==> src/rtl/ajc_arith_status_unit_v_if.sv <==
// Result/flag bus between the arithmetic unit (master) and the status unit (slave),
// plus the branch-controller condition request/response.
interface ajc_arith_status_unit_v_if;
  logic       Arith_Valid;
  logic [7:0] Arith_Result;
  logic [3:0] Arith_CNVZ;
  logic       Chain_En;
  logic       Flag_Wr;
  logic [3:0] Flag_Wr_Data;
  logic       Sticky_Clr;
  logic       Cond_Eval;
  logic [3:0] Cond_Sel;
  logic [7:0] Result_Reg;
  logic [3:0] Status_CNVZ;
  logic       Sticky_V;
  logic       Cond_True;
  logic       Cond_Valid;

  modport master (
    output Arith_Valid, Arith_Result, Arith_CNVZ, Chain_En, Flag_Wr, Flag_Wr_Data,
           Sticky_Clr, Cond_Eval, Cond_Sel,
    input  Result_Reg, Status_CNVZ, Sticky_V, Cond_True, Cond_Valid
  );

  modport slave (
    input  Arith_Valid, Arith_Result, Arith_CNVZ, Chain_En, Flag_Wr, Flag_Wr_Data,
           Sticky_Clr, Cond_Eval, Cond_Sel,
    output Result_Reg, Status_CNVZ, Sticky_V, Cond_True, Cond_Valid
  );
endinterface

==> src/rtl/ajc_arith_status_unit_v.sv <==
// Architectural result/status registers with sticky overflow, multi-byte zero chaining and a
// registered one-cycle condition evaluator for the branch controller.
module ajc_arith_status_unit_v #(
  parameter bit         FORWARD    = 1'b0,
  parameter logic [3:0] RESET_CNVZ = 4'b0000
) (
  input logic                      Clock,
  input logic                      Reset,
  ajc_arith_status_unit_v_if.slave bus
);

  logic [7:0] result_q, result_d;
  logic [3:0] status_q, status_d;
  logic       sticky_q, sticky_d;
  logic       cond_true_q, cond_true_d;
  logic       cond_valid_q;
  logic [3:0] eval_flags;
  logic       fc, fn, fv, fz, lt;
  logic       cond_hit;

  // Flag_Wr beats an arithmetic capture; chaining ANDs the new Z into the old one.
  always_comb begin
    status_d = status_q;
    if (bus.Flag_Wr) begin
      status_d = bus.Flag_Wr_Data;
    end else if (bus.Arith_Valid) begin
      status_d[3:1] = bus.Arith_CNVZ[3:1];
      status_d[0]   = bus.Chain_En ? (bus.Arith_CNVZ[0] & status_q[0]) : bus.Arith_CNVZ[0];
    end
  end

  always_comb begin
    result_d = bus.Arith_Valid ? bus.Arith_Result : result_q;
    sticky_d = (bus.Arith_Valid & bus.Arith_CNVZ[1]) | (bus.Flag_Wr & bus.Flag_Wr_Data[1]) |
               (sticky_q & ~bus.Sticky_Clr);
  end

  assign eval_flags         = FORWARD ? status_d : status_q;
  assign {fc, fn, fv, fz}   = eval_flags;
  assign lt                 = fn ^ fv;

  always_comb begin
    cond_hit = 1'b0;
    unique case (bus.Cond_Sel)
      4'h0: cond_hit = fz;
      4'h1: cond_hit = ~fz;
      4'h2: cond_hit = fc;
      4'h3: cond_hit = ~fc;
      4'h4: cond_hit = fn;
      4'h5: cond_hit = ~fn;
      4'h6: cond_hit = fv;
      4'h7: cond_hit = ~fv;
      4'h8: cond_hit = lt;
      4'h9: cond_hit = ~lt;
      4'hA: cond_hit = fc & ~fz;
      4'hB: cond_hit = ~fc | fz;
      4'hC: cond_hit = ~fz & ~lt;
      4'hD: cond_hit = fz | lt;
      4'hE: cond_hit = 1'b1;
      4'hF: cond_hit = 1'b0;
      default: cond_hit = 1'b0;
    endcase
  end

  assign cond_true_d = bus.Cond_Eval ? cond_hit : cond_true_q;

  always_ff @(posedge Clock) begin
    if (Reset) begin
      result_q     <= 8'h00;
      status_q     <= RESET_CNVZ;
      sticky_q     <= 1'b0;
      cond_true_q  <= 1'b0;
      cond_valid_q <= 1'b0;
    end else begin
      result_q     <= result_d;
      status_q     <= status_d;
      sticky_q     <= sticky_d;
      cond_true_q  <= cond_true_d;
      cond_valid_q <= bus.Cond_Eval;
    end
  end

  assign bus.Result_Reg  = result_q;
  assign bus.Status_CNVZ = status_q;
  assign bus.Sticky_V    = sticky_q;
  assign bus.Cond_True   = cond_true_q;
  assign bus.Cond_Valid  = cond_valid_q;

endmodule

==> src/flat_wrapper.sv <==
// flat-port wrapper written by rule: the top's interface ports become plain ports
module ajc_arith_status_unit_v_flat 
#(
  parameter bit         FORWARD    = 1'b0,
  parameter logic [3:0] RESET_CNVZ = 4'b0000
)
  (Clock, Reset, bus_Arith_Valid, bus_Arith_Result, bus_Arith_CNVZ, bus_Chain_En, bus_Flag_Wr, bus_Flag_Wr_Data, bus_Sticky_Clr, bus_Cond_Eval, bus_Cond_Sel, bus_Result_Reg, bus_Status_CNVZ, bus_Sticky_V, bus_Cond_True, bus_Cond_Valid);
  ajc_arith_status_unit_v_if bus_i ();
  input logic Clock;
  input logic Reset;
  input wire logic [$bits(bus_i.Arith_Valid)-1:0] bus_Arith_Valid;
  input wire logic [$bits(bus_i.Arith_Result)-1:0] bus_Arith_Result;
  input wire logic [$bits(bus_i.Arith_CNVZ)-1:0] bus_Arith_CNVZ;
  input wire logic [$bits(bus_i.Chain_En)-1:0] bus_Chain_En;
  input wire logic [$bits(bus_i.Flag_Wr)-1:0] bus_Flag_Wr;
  input wire logic [$bits(bus_i.Flag_Wr_Data)-1:0] bus_Flag_Wr_Data;
  input wire logic [$bits(bus_i.Sticky_Clr)-1:0] bus_Sticky_Clr;
  input wire logic [$bits(bus_i.Cond_Eval)-1:0] bus_Cond_Eval;
  input wire logic [$bits(bus_i.Cond_Sel)-1:0] bus_Cond_Sel;
  output wire logic [$bits(bus_i.Result_Reg)-1:0] bus_Result_Reg;
  output wire logic [$bits(bus_i.Status_CNVZ)-1:0] bus_Status_CNVZ;
  output wire logic [$bits(bus_i.Sticky_V)-1:0] bus_Sticky_V;
  output wire logic [$bits(bus_i.Cond_True)-1:0] bus_Cond_True;
  output wire logic [$bits(bus_i.Cond_Valid)-1:0] bus_Cond_Valid;
  assign bus_i.Arith_Valid = bus_Arith_Valid;
  assign bus_i.Arith_Result = bus_Arith_Result;
  assign bus_i.Arith_CNVZ = bus_Arith_CNVZ;
  assign bus_i.Chain_En = bus_Chain_En;
  assign bus_i.Flag_Wr = bus_Flag_Wr;
  assign bus_i.Flag_Wr_Data = bus_Flag_Wr_Data;
  assign bus_i.Sticky_Clr = bus_Sticky_Clr;
  assign bus_i.Cond_Eval = bus_Cond_Eval;
  assign bus_i.Cond_Sel = bus_Cond_Sel;
  assign bus_Result_Reg = bus_i.Result_Reg;
  assign bus_Status_CNVZ = bus_i.Status_CNVZ;
  assign bus_Sticky_V = bus_i.Sticky_V;
  assign bus_Cond_True = bus_i.Cond_True;
  assign bus_Cond_Valid = bus_i.Cond_Valid;
  ajc_arith_status_unit_v #(.FORWARD(FORWARD), .RESET_CNVZ(RESET_CNVZ)) u_core (.Clock(Clock), .Reset(Reset), .bus(bus_i));
endmodule
==> config.mk <==
export PLATFORM = sky130hd
export DESIGN_NAME = ajc_arith_status_unit_v_flat
export DESIGN_NICKNAME = d
export VERILOG_FILES = /design/src/rtl/ajc_arith_status_unit_v_if.sv /design/src/rtl/ajc_arith_status_unit_v.sv /design/src/flat_wrapper.sv
export SDC_FILE = /design/constraint.sdc
export NUM_CORES = 1
export LEC_CHECK = 0
export BUFFER_PORTS_ARGS = -buffer_cell sky130_fd_sc_hd__buf_2
export CORE_MARGIN = 2
export CORE_UTILIZATION = 35
export DETAILED_ROUTE_END_ITERATION = 6
export PLACE_DENSITY_LB_ADDON = 0.08
export SYNTH_ARGS = -nofsm -noshare
export SYNTH_HDL_FRONTEND = slang
export SYNTH_SLANG_ARGS = --single-unit
==> constraint.sdc <==
create_clock -name Clock -period 1.4 [get_ports Clock]
set_input_delay 0.07 -clock Clock [delete_from_list [all_inputs] [get_ports Clock]]
set_output_delay 0.07 -clock Clock [all_outputs]
set_load 0.05 [all_outputs]
==> impl_metrics.py <==
metrics = {
    "synthesis": {
        "avgSynthCellArea_um2": 8.72,
        "yosysTopAreaCell": "dfxtp_1",
        "netlist_instances": 97,
        "synth_cell_type_count": 34,
        "ys.flop_type": "dfxtp_1",
        "synth_top_cell_area_share_pct": 35.5,
        "ys_seq_area_share_pct": 35.5,
        "syn-num-nets": 124,
        "synth.area.top_cells": "dfxtp_1, mux2i_1, nor2_1",
        "synth_edf_count": 0,
        "yosys-top-cells-count": "nor2_1, dfxtp_1, mux2i_1, a21oi_1, inv_1",
        "async_reset_ff_share_pct": 0,
        "yosysMostFrequentCell": "nor2_1",
        "ys_seq_elements": 15,
        "yosys_warnings": 0,
        "syn_area_um2": 846,
    },
    "setup_path": {
        "crit_buf_inv": 0,
        "worst_ep_arrival_time_ps": 1600,
        "crit_cells": 4,
        "cpLargestDelayFamily": "compound AO/OA/AOI/OAI gates",
        "cp_max_fo": 2,
        "cp_cell_sequence": "or3b_4, a2111oi_4, a311oi_1, a311oi_1",
        "endpoint_kind": "register",
        "critPathLaunchType": "register",
        "crit_top_cell": "a311oi_1",
        "critPathRequiredTime_ps": 1610,
        "cp_slowest_stage_delay_ps": 400,
        "critPathSlowestCell": "or3b_4",
        "reg2reg_depth": 4,
        "critPathKind": "reg2reg",
    },
    "drt": {
        "routed_wl_mm": 2.01,
        "drcViolationCount": 0,
        "routedWlPerCell_um": 12.2,
        "drt-pass1-iter-count": 4,
        "drt_iter0_drc": 18,
        "route.antenna.remaining_nets": 0,
        "avgViaCountPerCell": 5.04,
        "vias": 826,
    },
    "timing": {
        "max_freq_mhz": 719,
        "tightest_slew_ps": 374,
        "rsz0062_at_grt": "true",
        "max_slew_margin_pct": 75.1,
        "timing_hold_violations_final": 0,
        "finClkSkew_ps": 0.888,
        "finalSetupViolCount": 0,
        "finalMaxSlewViolations": 0,
        "finalCriticalPeriod_ps": 1390,
        "min_period_over_period_pct": 99.4,
    },
    "floorplan": {
        "die_width_um": 53.2,
        "dieArea_um2": 2830,
        "die_h_um": 53.2,
        "row_count": 17,
        "core_um2": 2250,
        "initial_core_util_pct": 37.5,
        "num_io_pins": 42,
    },
    "global_routing": {
        "track_usage_pct": 15.3,
        "first_global_vias": 705,
        "grt_max_degree": 16,
        "grt_first_pass_wirelength_mm": 3.09,
        "antenna_found_initial": 0,
        "grt-ovfl-total": 0,
    },
    "worst_hold_path": {
        "min_path_cells": 3,
        "hold_class": "in2reg",
    },
    "power": {
        "irDropWorstVdd_v": 0.000550,
        "clkPwrFrac_pct": 24.7,
        "cellLeakagePower_nw": 0.533,
        "intPower_w": 0.000671,
        "p_seq_share_pct": 45.8,
        "p_sw_w": 0.000363,
        "combPwrFrac_pct": 29.5,
        "powerDensity_nw_per_um2": 936,
        "switching_share_pct": 35.1,
    },
    "cells_and_area": {
        "utilization_pct": 49.0,
        "fin_cells": 164,
        "area_delta_synth_final_pct": 30.6,
        "fin_nets": 164,
        "n_antenna_cell": 0,
        "drive_gt1_share_pct": 41.2,
    },
    "cts": {
        "tritoncts": "built",
        "clkSlewWorstSetupHoldPaths_ps": 90,
        "cts_root_buffer": "clkbuf_4",
        "clk_path_buf_depth": 2,
        "cts_setup_buffers": 0,
        "clk_latency_ps": 290,
        "cts-buffers-inserted": 3,
        "cts_htree_levels": 1,
        "cts_sinks": 15,
    },
    "job": {
        "drv_cap": 0,
    },
    "outcome": {
        "status": "finished, final reports clean",
    },
    "place": {
        "dp.cells": 159,
        "place.detailed.hpwl_mm": 1.49,
        "port-buffer-count": 41,
        "place_congestion": 0.845,
    },
}
==> layer usage <==
metal / global-route usage [%] / vias up / share of wire (%)
met4: 7.69 / 0 / 1.5
met3: 3.95 / 4 / 6.2
met2: 26.5 / 27 / 49
met5: 0 / - / 0
li1: - / 421 / -
met1: 17.2 / 374 / 43
==> kinds of logic (layout without fill, tap and decap cells) <==
| family | after synthesis | in the layout | share of synthesized area, % |
|---|---|---|---|
| xor+xnor | 3 | 3 | 3.11 |
| buf+inv | 15 | 54 | 9.62 |
| compound gates | 19 | 19 | 16.3 |
| flops | 15 | 15 | 35.5 |
| simple gates | 33 | 33 | 21.3 |
| mux | 12 | 12 | 14.2 |
==> cell type report <==
class | count | area [um2]
clock buffer | 3 | 22.5
inverter | 5 | 18.8
tap | 28 | 35.0
timing repair buffer | 45 | 238
multi-input combinational | 67 | 479
clock inverter | 1 | 5.00
fill | 246 | 1150
sequential | 15 | 307
==> power by group through the flow <==
| stage | Combinational [W] | Sequential [W] | Clock (W) |
|---|---|---|---|
| after floorplan | 0.000128 | 0.000575 | 0 |
| after global placement | 0.000294 | 0.000482 | 0 |
| after detailed placement | 0.000299 | 0.000483 | 0 |
| after CTS | 0.000302 | 0.000474 | 0.000265 |
| after global routing | 0.000331 | 0.000477 | 0.000283 |
| final | 0.000305 | 0.000473 | 0.000255 |
==> tightest hold or removal path: cells and delay by family <==
kind	cells	cell delay (ps)
multiplexers	1	50
buffers and inverters	1	70
AND/OR/NAND/NOR	1	70
==> sequential cells by signal (all words and copies together) (netlist names) <==
register	cells
u_core.bus.Sticky_V	1
u_core.bus.Status_CNVZ	4
u_core.bus.Cond_True	1
u_core.bus.Result_Reg	8
u_core.bus.Cond_Valid	1
==> worst paths after layout <==
| kind | startpoint | end | slack, ps |
|---|---|---|---|
| hold reg to reg | u_core.bus.Result_Reg[7] | u_core.bus.Result_Reg[7] | 500 |
| hold / removal | bus_Arith_Result[5] | u_core.bus.Result_Reg[5] | 10 |
| setup reg to reg | u_core.bus.Status_CNVZ[1] | u_core.bus.Cond_True | 8 |
| setup / recovery | u_core.bus.Status_CNVZ[1] | u_core.bus.Cond_True | 8 |
==> cells in the final DEF, fill, tap and decap left out, types with 2 or more instances in the layout <==
cell type,count
a311oi_1,2
buf_2,41
buf_4,3
dfxtp_1,12
nor2_1,16
nand2_1,2
dfxtp_2,2
a21oi_1,8
clkbuf_4,3
inv_1,5
mux2i_1,12
or3_1,2
xnor2_1,2
nand3b_1,2
==> per-stage QoR <==
step	worst slack (ps)	cell area (um2)	power [W]	TNS, ps	hold WS, ps
global placement	42.8	1050	0.000776	0	299
global route	-45.1	1100	0.00109	-45.1	16.8
CTS	-3.48	1090	0.00104	-3.48	2.03
floorplan	-139	852	0.000703	-139	133
detailed placement	21.7	1050	0.000783	0	303
finish	8.41	1100	0.00103	0	11.6
==> repair_timing <==
action / 4_1_cts / 5_1_grt
gates resized for setup: 0 / 2
hold buffers: 1 / 0
setup endpoints to repair: 1 / 1
hold endpoints to repair: 1 / 0
(Power assumes the default switching activity.)
